`src/rtl/lc2k_multicycle_ctrl_if.sv`:
```
// Control bundle between the LC2K multi-cycle controller (master) and its datapath (slave).
`timescale 1ns/1ps
interface lc2k_multicycle_ctrl_if #(parameter int COUNT_WIDTH = 32);
  logic                   run;
  logic [2:0]             opcode;
  logic                   CONTROL_BEQ;
  logic                   memReady;
  logic [1:0]             CONTROL_OPERATION;
  logic                   aluSrcA;
  logic [1:0]             aluSrcB;
  logic                   aluOutWrite;
  logic                   memReq;
  logic                   memWrite;
  logic                   memAddrSel;
  logic                   irWrite;
  logic                   mdrWrite;
  logic                   regWrite;
  logic                   regDstSel;
  logic [1:0]             regDataSel;
  logic                   pcWrite;
  logic [1:0]             pcSrc;
  logic                   instRetired;
  logic [COUNT_WIDTH-1:0] instCount;
  logic                   halted;
  logic [COUNT_WIDTH-1:0] cycleCount;

  modport master (
    input  run, opcode, CONTROL_BEQ, memReady,
    output CONTROL_OPERATION, aluSrcA, aluSrcB, aluOutWrite, memReq, memWrite,
           memAddrSel, irWrite, mdrWrite, regWrite, regDstSel, regDataSel,
           pcWrite, pcSrc, instRetired, instCount, halted, cycleCount
  );

  modport slave (
    output run, opcode, CONTROL_BEQ, memReady,
    input  CONTROL_OPERATION, aluSrcA, aluSrcB, aluOutWrite, memReq, memWrite,
           memAddrSel, irWrite, mdrWrite, regWrite, regDstSel, regDataSel,
           pcWrite, pcSrc, instRetired, instCount, halted, cycleCount
  );
endinterface

```
`src/rtl/lc2k_multicycle_ctrl.sv`:
```
// LC2K multi-cycle control FSM: FETCH -> DECODE -> EXEC/MEM -> WB, one instruction per walk.
// Optional CTRL_CYCLE_COUNT_EN builds a cycle counter for non-IDLE/non-HALT states.
`timescale 1ns/1ps
module lc2k_multicycle_ctrl #(
  parameter int COUNT_WIDTH = 32
) (
  input  logic                  clk,
  input  logic                  rst_n,
  lc2k_multicycle_ctrl_if.master bus
);

  typedef enum logic [3:0] {
    IDLE, FETCH, DECODE, EX_ADD, EX_NOR, WB_ALU, MEM_ADDR,
    MEM_RD, WB_MEM, MEM_WR, BEQ, JALR, HALT
  } state_e;

  typedef enum logic [2:0] {
    OP_ADD  = 3'b000, OP_NOR  = 3'b001, OP_LW   = 3'b010, OP_SW   = 3'b011,
    OP_BEQ  = 3'b100, OP_JALR = 3'b101, OP_HALT = 3'b110, OP_NOOP = 3'b111
  } op_e;

  typedef enum logic [1:0] {
    ALU_ADD = 2'b00, ALU_NOR = 2'b01, ALU_EQ = 2'b10
  } alu_e;

  typedef struct packed {
    logic [1:0] alu_op;
    logic       alu_src_a;
    logic [1:0] alu_src_b;
    logic       alu_out_write;
    logic       mem_req;
    logic       mem_write;
    logic       mem_addr_sel;
    logic       reg_write;
    logic       reg_dst_sel;
    logic [1:0] reg_data_sel;
    logic       pc_write;
    logic [1:0] pc_src;
    logic       halted;
  } ctl_t;

  state_e                 state, state_d, boundary;
  ctl_t                   ctl_q;
  op_e                    op;
  logic                   retire;
  logic [COUNT_WIDTH-1:0] inst_count;

  assign op = op_e'(bus.opcode);

  function automatic ctl_t decode(state_e s);
    ctl_t c;
    c = '0;
    case (s)
      FETCH: begin
        c.mem_req   = 1'b1;
        c.alu_src_b = 2'd1;
        c.alu_op    = ALU_ADD;
      end
      DECODE: begin
        c.alu_src_b     = 2'd2;
        c.alu_op        = ALU_ADD;
        c.alu_out_write = 1'b1;
      end
      EX_ADD, EX_NOR: begin
        c.alu_src_a     = 1'b1;
        c.alu_op        = (s == EX_NOR) ? ALU_NOR : ALU_ADD;
        c.alu_out_write = 1'b1;
      end
      WB_ALU: c.reg_write = 1'b1;
      MEM_ADDR: begin
        c.alu_src_a     = 1'b1;
        c.alu_src_b     = 2'd2;
        c.alu_out_write = 1'b1;
      end
      MEM_RD: begin
        c.mem_req      = 1'b1;
        c.mem_addr_sel = 1'b1;
      end
      WB_MEM: begin
        c.reg_write    = 1'b1;
        c.reg_dst_sel  = 1'b1;
        c.reg_data_sel = 2'd1;
      end
      MEM_WR: begin
        c.mem_req      = 1'b1;
        c.mem_write    = 1'b1;
        c.mem_addr_sel = 1'b1;
      end
      BEQ: begin
        c.alu_src_a = 1'b1;
        c.alu_op    = ALU_EQ;
        c.pc_src    = 2'd1;
      end
      // PC comes from the regA latch captured before this cycle's register write.
      JALR: begin
        c.reg_write    = 1'b1;
        c.reg_dst_sel  = 1'b1;
        c.reg_data_sel = 2'd2;
        c.pc_write     = 1'b1;
        c.pc_src       = 2'd2;
      end
      HALT:    c.halted = 1'b1;
      default: c = '0;
    endcase
    return c;
  endfunction

  always_comb begin
    boundary = bus.run ? FETCH : IDLE;
    state_d  = state;
    retire   = 1'b0;
    case (state)
      IDLE:  if (bus.run) state_d = FETCH;
      FETCH: if (bus.memReady) state_d = DECODE;
      DECODE: begin
        case (op)
          OP_ADD:       state_d = EX_ADD;
          OP_NOR:       state_d = EX_NOR;
          OP_LW, OP_SW: state_d = MEM_ADDR;
          OP_BEQ:       state_d = BEQ;
          OP_JALR:      state_d = JALR;
          OP_HALT: begin
            state_d = HALT;
            retire  = 1'b1;
          end
          OP_NOOP: begin
            state_d = boundary;
            retire  = 1'b1;
          end
          default:      state_d = IDLE;
        endcase
      end
      EX_ADD, EX_NOR: state_d = WB_ALU;
      WB_ALU, WB_MEM, BEQ, JALR: begin
        state_d = boundary;
        retire  = 1'b1;
      end
      MEM_ADDR: state_d = (op == OP_LW) ? MEM_RD : MEM_WR;
      MEM_RD:   if (bus.memReady) state_d = WB_MEM;
      MEM_WR: begin
        if (bus.memReady) begin
          state_d = boundary;
          retire  = 1'b1;
        end
      end
      HALT:    state_d = HALT;
      default: state_d = IDLE;
    endcase
  end

  // Moore outputs are registered off the next state so they line up with the state register.
  always_ff @(posedge clk or negedge rst_n) begin
    if (!rst_n) begin
      state      <= IDLE;
      ctl_q      <= '0;
      inst_count <= '0;
    end else begin
      state <= state_d;
      ctl_q <= decode(state_d);
      if (retire) inst_count <= inst_count + COUNT_WIDTH'(1);
    end
  end

  assign bus.CONTROL_OPERATION = ctl_q.alu_op;
  assign bus.aluSrcA           = ctl_q.alu_src_a;
  assign bus.aluSrcB           = ctl_q.alu_src_b;
  assign bus.aluOutWrite       = ctl_q.alu_out_write;
  assign bus.memReq            = ctl_q.mem_req;
  assign bus.memWrite          = ctl_q.mem_write;
  assign bus.memAddrSel        = ctl_q.mem_addr_sel;
  assign bus.regWrite          = ctl_q.reg_write;
  assign bus.regDstSel         = ctl_q.reg_dst_sel;
  assign bus.regDataSel        = ctl_q.reg_data_sel;
  assign bus.pcSrc             = ctl_q.pc_src;
  assign bus.halted            = ctl_q.halted;
  assign bus.irWrite           = (state == FETCH) && bus.memReady;
  assign bus.mdrWrite          = (state == MEM_RD) && bus.memReady;
  assign bus.pcWrite           = ctl_q.pc_write
                               | ((state == FETCH) && bus.memReady)
                               | ((state == BEQ) && bus.CONTROL_BEQ);
  assign bus.instRetired       = retire;
  assign bus.instCount         = inst_count;

`ifdef CTRL_CYCLE_COUNT_EN
  logic [COUNT_WIDTH-1:0] cycle_count;

  always_ff @(posedge clk or negedge rst_n) begin
    if (!rst_n) begin
      cycle_count <= '0;
    end else if (state != IDLE && state != HALT) begin
      cycle_count <= cycle_count + COUNT_WIDTH'(1);
    end
  end

  assign bus.cycleCount = cycle_count;
`else
  assign bus.cycleCount = '0;
`endif

endmodule

```
`src/flat_wrapper.sv`:
```
// flat-port wrapper written by rule: the top's interface ports become plain ports
module lc2k_multicycle_ctrl_flat 
#(
  parameter int COUNT_WIDTH = 32
)
  (clk, rst_n, bus_run, bus_opcode, bus_CONTROL_BEQ, bus_memReady, bus_CONTROL_OPERATION, bus_aluSrcA, bus_aluSrcB, bus_aluOutWrite, bus_memReq, bus_memWrite, bus_memAddrSel, bus_irWrite, bus_mdrWrite, bus_regWrite, bus_regDstSel, bus_regDataSel, bus_pcWrite, bus_pcSrc, bus_instRetired, bus_instCount, bus_halted, bus_cycleCount);
  lc2k_multicycle_ctrl_if #(.COUNT_WIDTH(COUNT_WIDTH)) bus_i ();
  input  logic clk;
  input  logic rst_n;
  input wire logic [$bits(bus_i.run)-1:0] bus_run;
  input wire logic [$bits(bus_i.opcode)-1:0] bus_opcode;
  input wire logic [$bits(bus_i.CONTROL_BEQ)-1:0] bus_CONTROL_BEQ;
  input wire logic [$bits(bus_i.memReady)-1:0] bus_memReady;
  output wire logic [$bits(bus_i.CONTROL_OPERATION)-1:0] bus_CONTROL_OPERATION;
  output wire logic [$bits(bus_i.aluSrcA)-1:0] bus_aluSrcA;
  output wire logic [$bits(bus_i.aluSrcB)-1:0] bus_aluSrcB;
  output wire logic [$bits(bus_i.aluOutWrite)-1:0] bus_aluOutWrite;
  output wire logic [$bits(bus_i.memReq)-1:0] bus_memReq;
  output wire logic [$bits(bus_i.memWrite)-1:0] bus_memWrite;
  output wire logic [$bits(bus_i.memAddrSel)-1:0] bus_memAddrSel;
  output wire logic [$bits(bus_i.irWrite)-1:0] bus_irWrite;
  output wire logic [$bits(bus_i.mdrWrite)-1:0] bus_mdrWrite;
  output wire logic [$bits(bus_i.regWrite)-1:0] bus_regWrite;
  output wire logic [$bits(bus_i.regDstSel)-1:0] bus_regDstSel;
  output wire logic [$bits(bus_i.regDataSel)-1:0] bus_regDataSel;
  output wire logic [$bits(bus_i.pcWrite)-1:0] bus_pcWrite;
  output wire logic [$bits(bus_i.pcSrc)-1:0] bus_pcSrc;
  output wire logic [$bits(bus_i.instRetired)-1:0] bus_instRetired;
  output wire logic [$bits(bus_i.instCount)-1:0] bus_instCount;
  output wire logic [$bits(bus_i.halted)-1:0] bus_halted;
  output wire logic [$bits(bus_i.cycleCount)-1:0] bus_cycleCount;
  assign bus_i.run = bus_run;
  assign bus_i.opcode = bus_opcode;
  assign bus_i.CONTROL_BEQ = bus_CONTROL_BEQ;
  assign bus_i.memReady = bus_memReady;
  assign bus_CONTROL_OPERATION = bus_i.CONTROL_OPERATION;
  assign bus_aluSrcA = bus_i.aluSrcA;
  assign bus_aluSrcB = bus_i.aluSrcB;
  assign bus_aluOutWrite = bus_i.aluOutWrite;
  assign bus_memReq = bus_i.memReq;
  assign bus_memWrite = bus_i.memWrite;
  assign bus_memAddrSel = bus_i.memAddrSel;
  assign bus_irWrite = bus_i.irWrite;
  assign bus_mdrWrite = bus_i.mdrWrite;
  assign bus_regWrite = bus_i.regWrite;
  assign bus_regDstSel = bus_i.regDstSel;
  assign bus_regDataSel = bus_i.regDataSel;
  assign bus_pcWrite = bus_i.pcWrite;
  assign bus_pcSrc = bus_i.pcSrc;
  assign bus_instRetired = bus_i.instRetired;
  assign bus_instCount = bus_i.instCount;
  assign bus_halted = bus_i.halted;
  assign bus_cycleCount = bus_i.cycleCount;
  lc2k_multicycle_ctrl #(.COUNT_WIDTH(COUNT_WIDTH)) u_core (.clk(clk), .rst_n(rst_n), .bus(bus_i));
endmodule
```
`config.mk`:
```
export PLATFORM = sky130hd
export DESIGN_NAME = lc2k_multicycle_ctrl_flat
export DESIGN_NICKNAME = d
export VERILOG_FILES = /design/src/rtl/lc2k_multicycle_ctrl_if.sv /design/src/rtl/lc2k_multicycle_ctrl.sv /design/src/flat_wrapper.sv
export SDC_FILE = /design/constraint.sdc
export NUM_CORES = 1
export LEC_CHECK = 0
export CORE_UTILIZATION = 29
export DETAILED_ROUTE_END_ITERATION = 10
export PLACE_DENSITY_LB_ADDON = 0.2
export SKIP_CTS_REPAIR_TIMING = 1
export SLEW_MARGIN = 20
export SYNTH_ARGS = -nofsm -noshare
export SYNTH_HDL_FRONTEND = slang
export SYNTH_SLANG_ARGS = --single-unit
export TNS_END_PERCENT = 20
```
`constraint.sdc`:
```
create_clock -name clk -period 4.73 [get_ports clk]
set_input_delay 0.946 -clock clk [delete_from_list [all_inputs] [get_ports clk]]
set_output_delay 0.946 -clock clk [all_outputs]
set_load 0.005 [all_outputs]
```
Word-level counts from Yosys, hierarchy flattened:

Index checks and enable logic that the tools add are counted.

* register bits: 53
* logic and storage cells: 89

* add/sub/neg operators: 1
* equal/unequal tests: 31
* mux-type cells: 24
* bitwise logic cells: 2
* reduce and logical (&&, ||, !) cells: 16

Operator list (count)
* equality test 4 bit, second input constant: 10
* case mux 4 bit (9 select lines): 1
* adder 32 x 1 -> 32 bit, second input constant: 1
* equality test 4 x 3 -> 1 bit, second input constant: 8
* case mux 4 bit (7 select lines): 1
* 2-to-1 mux 4 bit: 5
* equality test 4 x 2 -> 1 bit, second input constant: 4
* equality test 3 bit, second input constant: 4
* 2-to-1 mux 1 bit: 12
* case mux 2 bit (2 select lines): 3
* OR reduction 2 bit: 6
* OR reduction 4 bit: 3
* equality test 4 x 1 -> 1 bit, second input constant: 2
* equality test 3 x 2 -> 1 bit, second input constant: 2
* case mux 3 bit (2 select lines): 1
* OR reduction 3 bit: 2
* zero test 4 bit: 1
* equality test 3 x 1 -> 1 bit, second input constant: 1
* logical AND 1 bit: 3
* zero test 3 bit: 1
* case mux 1 bit (3 select lines): 1
* bitwise OR 1 bit: 2

Depth between registers and ports, before layout:

Gate-level depths: netlist of the first run.

* word-level depth: 7
* gate-level depth with buffers: 8
* mapped depth without buffers: 6

Least setup slack after synthesis of the first run:

OpenSTA, ideal clock, no wires.

* path type: input-to-output
* from: input bus_opcode[1]
* to: output bus_instRetired
* data arrival time: 1.693 ns
* required time: 3.784 ns
* setup slack: 2.091 ns
* cell stages on the path: 4
* buffers on the path: 1
* cells stage by stage: buf_4 > a311o_2 > nand2_1 > inv_1

* longest elaborated chain between the ends: 4

Ends and longest elaborated chain
* from (decl): line flat_wrapper.sv:11 `input wire logic [$bits(bus_i.opcode)-1:0] bus_opcode;`
* equality test 3 bit: line lc2k_multicycle_ctrl.sv:116 `case (op)`
* OR reduction 2 bit (no source line) (*)
* 2-to-1 mux 1 bit (*): line lc2k_multicycle_ctrl.sv:116
* case mux 1 bit (3 select lines) (*): line lc2k_multicycle_ctrl.sv:112 `case (state)`
* to (decl): line flat_wrapper.sv:28 `output wire logic [$bits(bus_i.instRetired)-1:0] bus_instRetired;`

Every way passes the cells marked *; elsewhere a longest branch is shown, timed or not.

Worst setup path in the final report of the first run:

* from: input bus_memReady
* to: output bus_instRetired

* longest elaborated chain between the ends: 2

Ends and longest elaborated chain
* from (decl): line flat_wrapper.sv:13 `input wire logic [$bits(bus_i.memReady)-1:0] bus_memReady;`
* 2-to-1 mux 1 bit: line lc2k_multicycle_ctrl.sv:141 `if (bus.memReady) begin`
* case mux 1 bit (3 select lines): line lc2k_multicycle_ctrl.sv:112

No other way between the ends.

==> results of run 1 <==
-- through the flow --
stage	setup slack [ps]	cell area [um2]	cells	hold slack (ps)	power [W]
global placement	1047	3432	465	470.6	0.001125
floorplan	2091	3025	317	464.7	0.0009566
global route	870.1	3536	473	510.3	0.001487
finish	1054	3536	473	495.1	0.001381
detailed placement	1041	3432	465	473.5	0.001125
CTS	1036	3536	473	489.2	0.001403
-- worst reg2reg max path, stage by stage, from the launching register on --
cell,delay (ps)
dfrtp_1,600
nor3b_2,350
a311o_2,320
nand4_4,290
nor4_1,420
xor2_1,170
-- path summary, 6_finish.rpt --
kind                                                        end  cells past startpoint                                 start
max in group asynchronous  u_core.bus.instCount[23]$_DFFE_PN0P_                      2                                 rst_n
hold / removal             u_core.bus.instCount[31]$_DFFE_PN0P_                      1  u_core.bus.instCount[31]$_DFFE_PN0P_
hold reg to reg            u_core.bus.instCount[31]$_DFFE_PN0P_                      1  u_core.bus.instCount[31]$_DFFE_PN0P_
min in group asynchronous   u_core.bus.instCount[6]$_DFFE_PN0P_                      2                                 rst_n
setup / recovery                                bus_instRetired                      6                          bus_memReady
setup reg to reg           u_core.bus.instCount[31]$_DFFE_PN0P_                      5             u_core.state[2]$_DFF_PN0_
-- power groups by stage --
stage	combinational [W]	sequential (W)	clock, W
3_5_place_dp	0.000515	0.000610	0
2_1_floorplan	0.000395	0.000562	0
5_1_grt	0.000571	0.000616	0.000300
6_report	0.000506	0.000601	0.000274
3_3_place_gp	0.000513	0.000612	0
4_1_cts	0.000518	0.000602	0.000284
-- per-layer routing --
metal / vias to the layer above / routed length, um / global-route usage, %
li1: 1009 / - / -
met3: 6 / 261 / 2.120
met2: 62 / 2969 / 20.39
met5: - / 0 / 0
met4: 0 / 53 / 2.637
met1: 997 / 2684 / 16.29
-- sequential cells by signal (all words and copies together) (netlist names) --
name                          cells
u_core.bus.CONTROL_OPERATION      1
u_core.bus.aluOutWrite            1
u_core.bus.aluSrcA                1
u_core.bus.aluSrcB                2
u_core.bus.halted                 1
u_core.bus.instCount             32
u_core.bus.memAddrSel             1
u_core.bus.memReq                 1
u_core.bus.memWrite               1
u_core.bus.pcSrc                  2
u_core.bus.regDataSel             1
u_core.bus.regDstSel              1
u_core.bus.regWrite               1
u_core.ctl_q                      1
u_core.state                      4
-- synth_stat cells (all sizes together) (3+ instances only) --
library cell	instances	area share (%)
nand4	10	3.4
a31oi	4	1.4
nor4	8	2.5
xnor2	11	3.3
nand2	18	2.3
inv	16	2.1
dfrtp	51	44
a21oi	3	0.52
and2	4	0.86
xor2	20	6.0
and3	4	0.86
nor2b	8	1.7
nor3b	3	1.1
nor2	20	2.6
nor3	17	3.8
buf	44	12
o21ai	4	0.95
nand3	12	2.2
-- area by class of cell --
class                   count  area, um2  share of cell area, %
inverters                  16      60.06                  1.699
clock inverters             1      7.507                 0.2123
flip-flops and latches     51       1276                  36.09
repair buffers             60      593.1                  16.77
multi-input cells         205       1336                  37.79
well taps                 133      166.4                  4.706
clock buffers               7      96.34                  2.725
-- cell families after synthesis --
kind of cell	Yosys count	synth area share, %
AND/OR/NAND/NOR	118	25.38
buffers and inverters	61	14.19
flip-flops	51	43.87
XOR/XNOR	31	9.333
AO/OA/AOI/OAI	22	6.280
adder cells (fa/ha/maj)	1	0.4300
other	1	0.1289
multiplexers	1	0.3871
==> run metrics, run 1 <==
status completed; flop-to-flop setup slack 2520 ps; vias per cell 4.385; die width 102.2 um; Syn Inst Count 286; share of cells above drive strength 1 10.00%; DP Wirelength 4419 um; max incr delay on CP 640 ps; initial antenna violation count 0; number of distinct library cells after synthesis 55; first-pass GRT wire length 9998 um; Seq/Total Area, Yosys 43.87%; fmax 272.0 MHz; Final Setup Violations 0; Max Root-Sink Buffers 2; Syn Std Cell Area 0.002909 mm2; Final ANT Viol Nets 0; P_int 0.0008909 W; Syn Area/Cell 10.17 um2; Net Sw Frac 35.49%; Sink Count 51; routability cong. 0.8491; Syn. warnings 0; CTS tree yes; Post-Route Skew 6.777 ps; top_reg_cell synth dfrtp_1; Top cell by count, worst path clkdlybuf4s50_1; max_cap viols 0; Die H 102.2 um; Crit Path Category in -> out; startpoint types primary input; setup TNS 0 ps; GRT Overall Usage 12.12%; Root Buffer clkbuf_8; WL final 5968 um; Reg clk slew, reported paths 90 ps; fillers 1029; worst-path cell chain clkdlybuf4s50_1 -> nor3b_1 -> o21ai_2 -> nand2_1 -> inv_1 -> clkdlybuf4s50_1; RSZ-0062 raised after global routing false; Layout area overhead 21.55%; die area 0.01044 mm2; Final Slew Violations 0; num rows 36; combinational group share of total power 36.7%; Hold Vio Cnt, Final 0; # diodes 0; crit-path max FO 8; # IOs 92; DRC 0; final net count 348; Yosys reg bits 51; WP data arrival 2730 ps; PortBufs 59; NetSw 0.0004901 W; most frequent cells in the layout clkdlybuf4s50_1 (58), dfrtp_1 (51), conb_1 (32); Hold/Removal Path Class reg -> reg; core area 0.009729 mm2; Crit path required time 3780 ps; wire length per cell 12.62 um; clk_lat worst skew 300 ps; crit path time final 3676 ps; final core utilization 36.34%; Bufs and invs on worst path 3; cts bufs inserted 5; Worst-Margin Slew 648.0 ps; EDFF count, synth 0; Rel. slew slack 56.80%; vias in the first global route 1968; leak pwr 1.615 nW; PD cells 390.5 mW/mm2; Overflow after GRT 0; Post-synth ARST share 100.0%; Clk network pwr share 19.8%; largest net degree at the start of global routing 52; Critical-path top delay cell clkdlybuf4s50_1; drt first-iter violations 57; critical path endpoint category primary output; final cycle utilization of the critical path 77.72%; H-tree Lvls 2; Initial Utilization 29.90%; drt pass-1 iters 4; vias 2074; most common cell after layout, fill and taps aside clkdlybuf4s50_1; worst vdd ir 0.1437 mV; sequential share of power 43.5%; delay-heaviest family, CP buffers and inverters
Power figures use the tool's default switching activity.
==> run 2: changes to the inputs <==
==> constraint.sdc (replaced) <==
create_clock -name clk -period 3.7 [get_ports clk]
set_input_delay 0.74 -clock clk [delete_from_list [all_inputs] [get_ports clk]]
set_output_delay 0.74 -clock clk [all_outputs]
set_load 0.005 [all_outputs]
==> run metrics, run 2 (same netlist as run 1, synthesis figures left out) <==
Die H 102.2 um (unchanged); crit-path max FO 9 (was 8); Top cell by count, worst path clkdlybuf4s50_1 (unchanged); drt pass-1 iters 4 (unchanged); Crit path required time 2960 ps (was 3780 ps); final setup margin 563.0 ps (was 1054 ps); fillers 1019 (was 1029); die width 102.2 um (unchanged); Final Slew Violations 0 (unchanged); core area 0.009729 mm2 (unchanged); Layout area overhead 21.29% (was 21.55%); GRT Overall Usage 12.10% (was 12.12%); Post-Route Skew 10.44 ps (was 6.777 ps); Hold Vio Cnt, Final 0 (unchanged); vias in the first global route 1932 (was 1968); Total Power 0.001748 W (was 0.001381 W); wire length per cell 12.58 um (was 12.62 um); first-pass GRT wire length 9832 um (was 9998 um); die area 0.01044 mm2 (unchanged); vias 2069 (was 2074); WP data arrival 2400 ps (was 2730 ps); worst vdd ir 0.1977 mV (was 0.1437 mV); status completed (unchanged); max reg flops 32 (unchanged); # IOs 92 (unchanged); critical path endpoint category primary output (unchanged); num rows 36 (unchanged); Initial Utilization 29.90% (unchanged); Cells after DPL 466 (was 465); Final ANT Viol Nets 0 (unchanged); Overflow after GRT 0 (unchanged); most frequent cells in the layout clkdlybuf4s50_1 (58), dfrtp_1 (51), conb_1 (32) (unchanged); WL final 5963 um (was 5968 um); most common cell after layout, fill and taps aside clkdlybuf4s50_1 (unchanged); startpoint types primary input (unchanged); fmax 318.8 MHz; Final Hold Slack 467.6 ps (was 495.1 ps); Worst-Margin Slew 688.3 ps (was 648.0 ps); H-tree Lvls 2 (unchanged); DP Wirelength 4487 um (was 4419 um); PD cells 495.3 mW/mm2 (was 390.5 mW/mm2); CTS tree yes (unchanged); max incr delay on CP 530 ps (was 640 ps); Critical-path top delay cell clkdlybuf4s50_1 (unchanged); final cycle utilization of the critical path 84.78%; Crit Path Category in -> out (unchanged); Rel. slew slack 54.11% (was 56.80%); routability cong. 0.8319 (was 0.8491); # diodes 0 (unchanged); vias per cell 4.365 (was 4.385); max_cap viols 0 (unchanged); Reg clk slew, reported paths 100 ps (was 90 ps); final non-filler cell total 474 (was 473); Max Root-Sink Buffers 2 (unchanged); Hold/Removal Path Class in -> async (was reg -> reg); RSZ-0062 raised after global routing false (unchanged); leak pwr 1.609 nW (was 1.615 nW); Sink Count 51 (unchanged); largest net degree at the start of global routing 32 (was 52); share of cells above drive strength 1 10.26% (was 10.00%); cts bufs inserted 5 (unchanged); DRC 0 (unchanged); setup TNS 0 ps (unchanged); Final Setup Violations 0 (unchanged); crit path time final 3137 ps; initial antenna violation count 0 (unchanged); drt first-iter violations 39 (was 57); clk_lat worst skew 300 ps (about the same); worst-path cell chain clkdlybuf4s50_1 -> a311o_2 -> nand2_1 -> inv_1 -> clkdlybuf4s50_1 (was clkdlybuf4s50_1 -> nor3b_1 -> o21ai_2 -> nand2_1 -> inv_1 -> clkdlybuf4s50_1); Setup Slack @ Placement 549.1 ps (was 1041 ps); final net count 349 (was 348); Root Buffer clkbuf_8 (unchanged); PortBufs 59 (unchanged)
-- run 2: cell types whose count changed in the layout (fill, tap and decap cells not counted) --
cell and change:
clkinv_2 +1, buf_4 +1, clkbuf_8 -2, clkinvlp_4 +1
-- run 2: worst paths after layout --
kind	from	end	slack (ps)	cells past startpoint
worst max register to register	u_core.state[2]$_DFF_PN0_	u_core.bus.instCount[31]$_DFFE_PN0P_	1500	5
worst min register to register	u_core.bus.instCount[31]$_DFFE_PN0P_	u_core.bus.instCount[31]$_DFFE_PN0P_	490	1
max in group asynchronous	rst_n	u_core.bus.instCount[23]$_DFFE_PN0P_	2470	2
worst min-delay path	rst_n	u_core.bus.instCount[6]$_DFFE_PN0P_	470	1
worst max-delay path	bus_opcode[1]	bus_instRetired	560	5
min in group clk	u_core.bus.instCount[31]$_DFFE_PN0P_	u_core.bus.instCount[31]$_DFFE_PN0P_	490	1
-- run 2: per-stage QoR --
step	util, %	cell area (um2)
after floorplan	-	3025
after global placement	35.35	3440
after detailed placement	35.35	3440
after CTS	36.27	3528
after global routing	36.27	3528
final	36.27	3528
-- run 2: where the power goes --
group | internal (W) | switching (W) | leakage, nW | total, W
Clock | 0.000132 | 0.000191 | 0.0402 | 0.000323
Sequential | 0.000642 | 0.000131 | 0.651 | 0.000772
Combinational | 0.000329 | 0.000324 | 0.918 | 0.000653
-- run 2: worst max-delay path: cells and delay by family --
kind | cells | cell delay (ps)
AND/OR/NAND/NOR | 1 | 150
buffers and inverters | 3 | 1010
AO/OA/AOI/OAI | 1 | 500
-- run 2: area by class of cell --
cell class / instances / area [um2] / share of cell area (%)
Multi-Input combinational cell: 205 / 1336 / 37.87
Sequential cell: 51 / 1276 / 36.17
Timing Repair Buffer: 61 / 600.6 / 17.02
Tap cell: 133 / 166.4 / 4.716
Clock buffer: 5 / 68.82 / 1.950
Inverter: 16 / 60.06 / 1.702
Clock inverter: 3 / 20.02 / 0.5674
-- run 2: per-layer routing --
layer,track usage [%],part of all wire [%],up-vias
li1,-,-,1009
met1,16.10,45,992
met2,19.82,49,61
met3,2.531,4.4,7
met4,3.516,1.0,0
met5,0,0,-
==> run 3: changes to the inputs <==
==> constraint.sdc (replaced) <==
create_clock -name clk -period 2.6 [get_ports clk]
set_input_delay 0.52 -clock clk [delete_from_list [all_inputs] [get_ports clk]]
set_output_delay 0.52 -clock clk [all_outputs]
set_load 0.005 [all_outputs]
==> run metrics, run 3 (same netlist as run 1, synthesis figures left out) <==
H-tree Lvls 2 (unchanged); final cycle utilization of the critical path 96.74%; final net count 359 (was 349); vias per cell 4.362 (was 4.365); Reg clk slew, reported paths 90 ps (was 100 ps); Hold/Removal Path Class in -> async (unchanged); DP Wirelength 4620 um (was 4487 um); die width 102.2 um (unchanged); setup TNS 0 ps (unchanged); max incr delay on CP 540 ps (was 530 ps); fillers 1002 (was 1019); Crit Path Category in -> out (unchanged); Critical-path top delay cell clkdlybuf4s50_1 (unchanged); critical path depth 4 (was 5); leak pwr 1.666 nW (was 1.609 nW); flop-to-flop setup slack 520 ps (was 1500 ps); WL final 6097 um (was 5963 um); Bufs and invs on worst path 2 (was 3); final setup margin 84.68 ps (was 563.0 ps); final core utilization 37.23% (was 36.27%); Seq. cell area 0.001279 mm2 (was 0.001276 mm2); vias in the first global route 1961 (was 1932); DRC 0 (unchanged); Layout area overhead 24.52% (was 21.29%); Overflow after GRT 0 (unchanged); # IOs 92 (unchanged); worst vdd ir 0.2709 mV (was 0.1977 mV); drt pass-1 iters 4 (unchanged); wire length per cell 12.60 um (was 12.58 um); Setup Slack @ Placement 106.7 ps (was 549.1 ps); CP startpoint bus_memReady (was bus_opcode[1]); first-pass GRT wire length 9880 um (was 9832 um); delay-heaviest family, CP buffers and inverters (unchanged); routability cong. 0.8256 (was 0.8319); PD cells 707.0 mW/mm2 (was 495.3 mW/mm2); Worst-Margin Slew 533.8 ps (was 688.3 ps); GRT Overall Usage 12.24% (was 12.10%); startpoint types primary input (unchanged); Top cell by count, worst path clkdlybuf4s50_1 (unchanged); Layout Cell Area excl Fill 0.003622 mm2 (was 0.003528 mm2); Root Buffer clkbuf_8 (unchanged); max reg flops 32 (unchanged); share of cells above drive strength 1 13.11% (was 10.26%); status completed (unchanged); clk_lat worst skew 300 ps (about the same); Max Root-Sink Buffers 2 (unchanged); crit-path max FO 4 (was 9); cts bufs inserted 5 (unchanged); PortBufs 59 (unchanged); max_cap viols 0 (unchanged); vias 2111 (was 2069); dpl cell area 0.003520 mm2 (was 0.003440 mm2); Rel. slew slack 63.91% (was 54.11%); reg2reg end u_core.bus.instCount[12]$_DFFE_PN0P_ (was u_core.bus.instCount[31]$_DFFE_PN0P_); num rows 36 (unchanged); drt first-iter violations 57 (was 39); WP data arrival 2000 ps (was 2400 ps); crit path time final 2515 ps; worst setup path endpoint bus_mdrWrite (was bus_instRetired); Hold Vio Cnt, Final 0 (unchanged); Crit path required time 2080 ps (was 2960 ps); multi-input logic area 0.001348 mm2 (was 0.001336 mm2); worst-path cell chain clkdlybuf4s50_1 -> and3_1 -> and2_1 -> clkdlybuf4s50_1 (was clkdlybuf4s50_1 -> a311o_2 -> nand2_1 -> inv_1 -> clkdlybuf4s50_1); Initial Utilization 29.90% (unchanged); CTS tree yes (unchanged); critical path endpoint category primary output (unchanged); Final Setup Violations 0 (unchanged); die area 0.01044 mm2 (unchanged); Post-Route Skew 9.759 ps (was 10.44 ps); worst reg2reg path depth 6 (was 5); Final ANT Viol Nets 0 (unchanged); Sink Count 51 (unchanged); largest net degree at the start of global routing 31 (was 32); core area 0.009729 mm2 (unchanged); initial antenna violation count 0 (unchanged); most frequent cells in the layout clkdlybuf4s50_1 (58), dfrtp_1 (49), conb_1 (32) (was clkdlybuf4s50_1 (58), dfrtp_1 (51), conb_1 (32)); r2r startpoint u_core.state[0]$_DFF_PN0_ (was u_core.state[2]$_DFF_PN0_); # diodes 0 (unchanged); Final Slew Violations 0 (unchanged); Die H 102.2 um (unchanged); fmax 397.6 MHz; most common cell after layout, fill and taps aside clkdlybuf4s50_1 (unchanged)
run 3: worst min path at each step:
stage,from,end,slack (ps),depth (start not counted)
global placement,u_core.bus.instCount[31]$_DFFE_PN0P_,u_core.bus.instCount[31]$_DFFE_PN0P_,470,1
CTS,rst_n,u_core.bus.instCount[4]$_DFFE_PN0P_,200,1
finish,rst_n,u_core.bus.instCount[4]$_DFFE_PN0P_,190,1
floorplan,rst_n,u_core.bus.CONTROL_OPERATION[0]$_DFF_PN0_,220,0
detailed placement,u_core.bus.instCount[31]$_DFFE_PN0P_,u_core.bus.instCount[31]$_DFFE_PN0P_,470,1
global route,rst_n,u_core.bus.instCount[4]$_DFFE_PN0P_,220,1
run 3: through the flow:
step / hold slack (ps) / std cells / power, W
after floorplan: 224.4 / 317 / 0.001740
after global placement: 470.1 / 475 / 0.002116
after detailed placement: 465.1 / 475 / 0.002118
after CTS: 199.5 / 483 / 0.002572
after global routing: 218.8 / 484 / 0.002754
final: 186.3 / 484 / 0.002561
run 3: area by class of cell:
| type | instances | share of cell area [%] |
|---|---|---|
| clock inverter | 1 | 0.1382 |
| clock buffer | 7 | 2.107 |
| multi-input combinational | 205 | 37.20 |
| inverter | 16 | 1.658 |
| sequential | 51 | 35.30 |
| tap | 133 | 4.594 |
| timing repair buffer | 71 | 19.00 |
run 3: power by group:
| part | internal, W | switching (W) |
|---|---|---|
| Clock | 0.000190 | 0.000249 |
| Combinational | 0.000537 | 0.000525 |
| Sequential | 0.000917 | 0.000143 |
run 3: routing by layer:
layer,share of wire (%),vias to the layer above,GRT usage [%],wire (um)
met3,3.6,8,2.120,217
met1,46,1009,15.61,2782
li1,-,1040,-,-
met2,49,54,21.22,3010
met5,0,-,0,0
met4,1.4,0,3.516,86
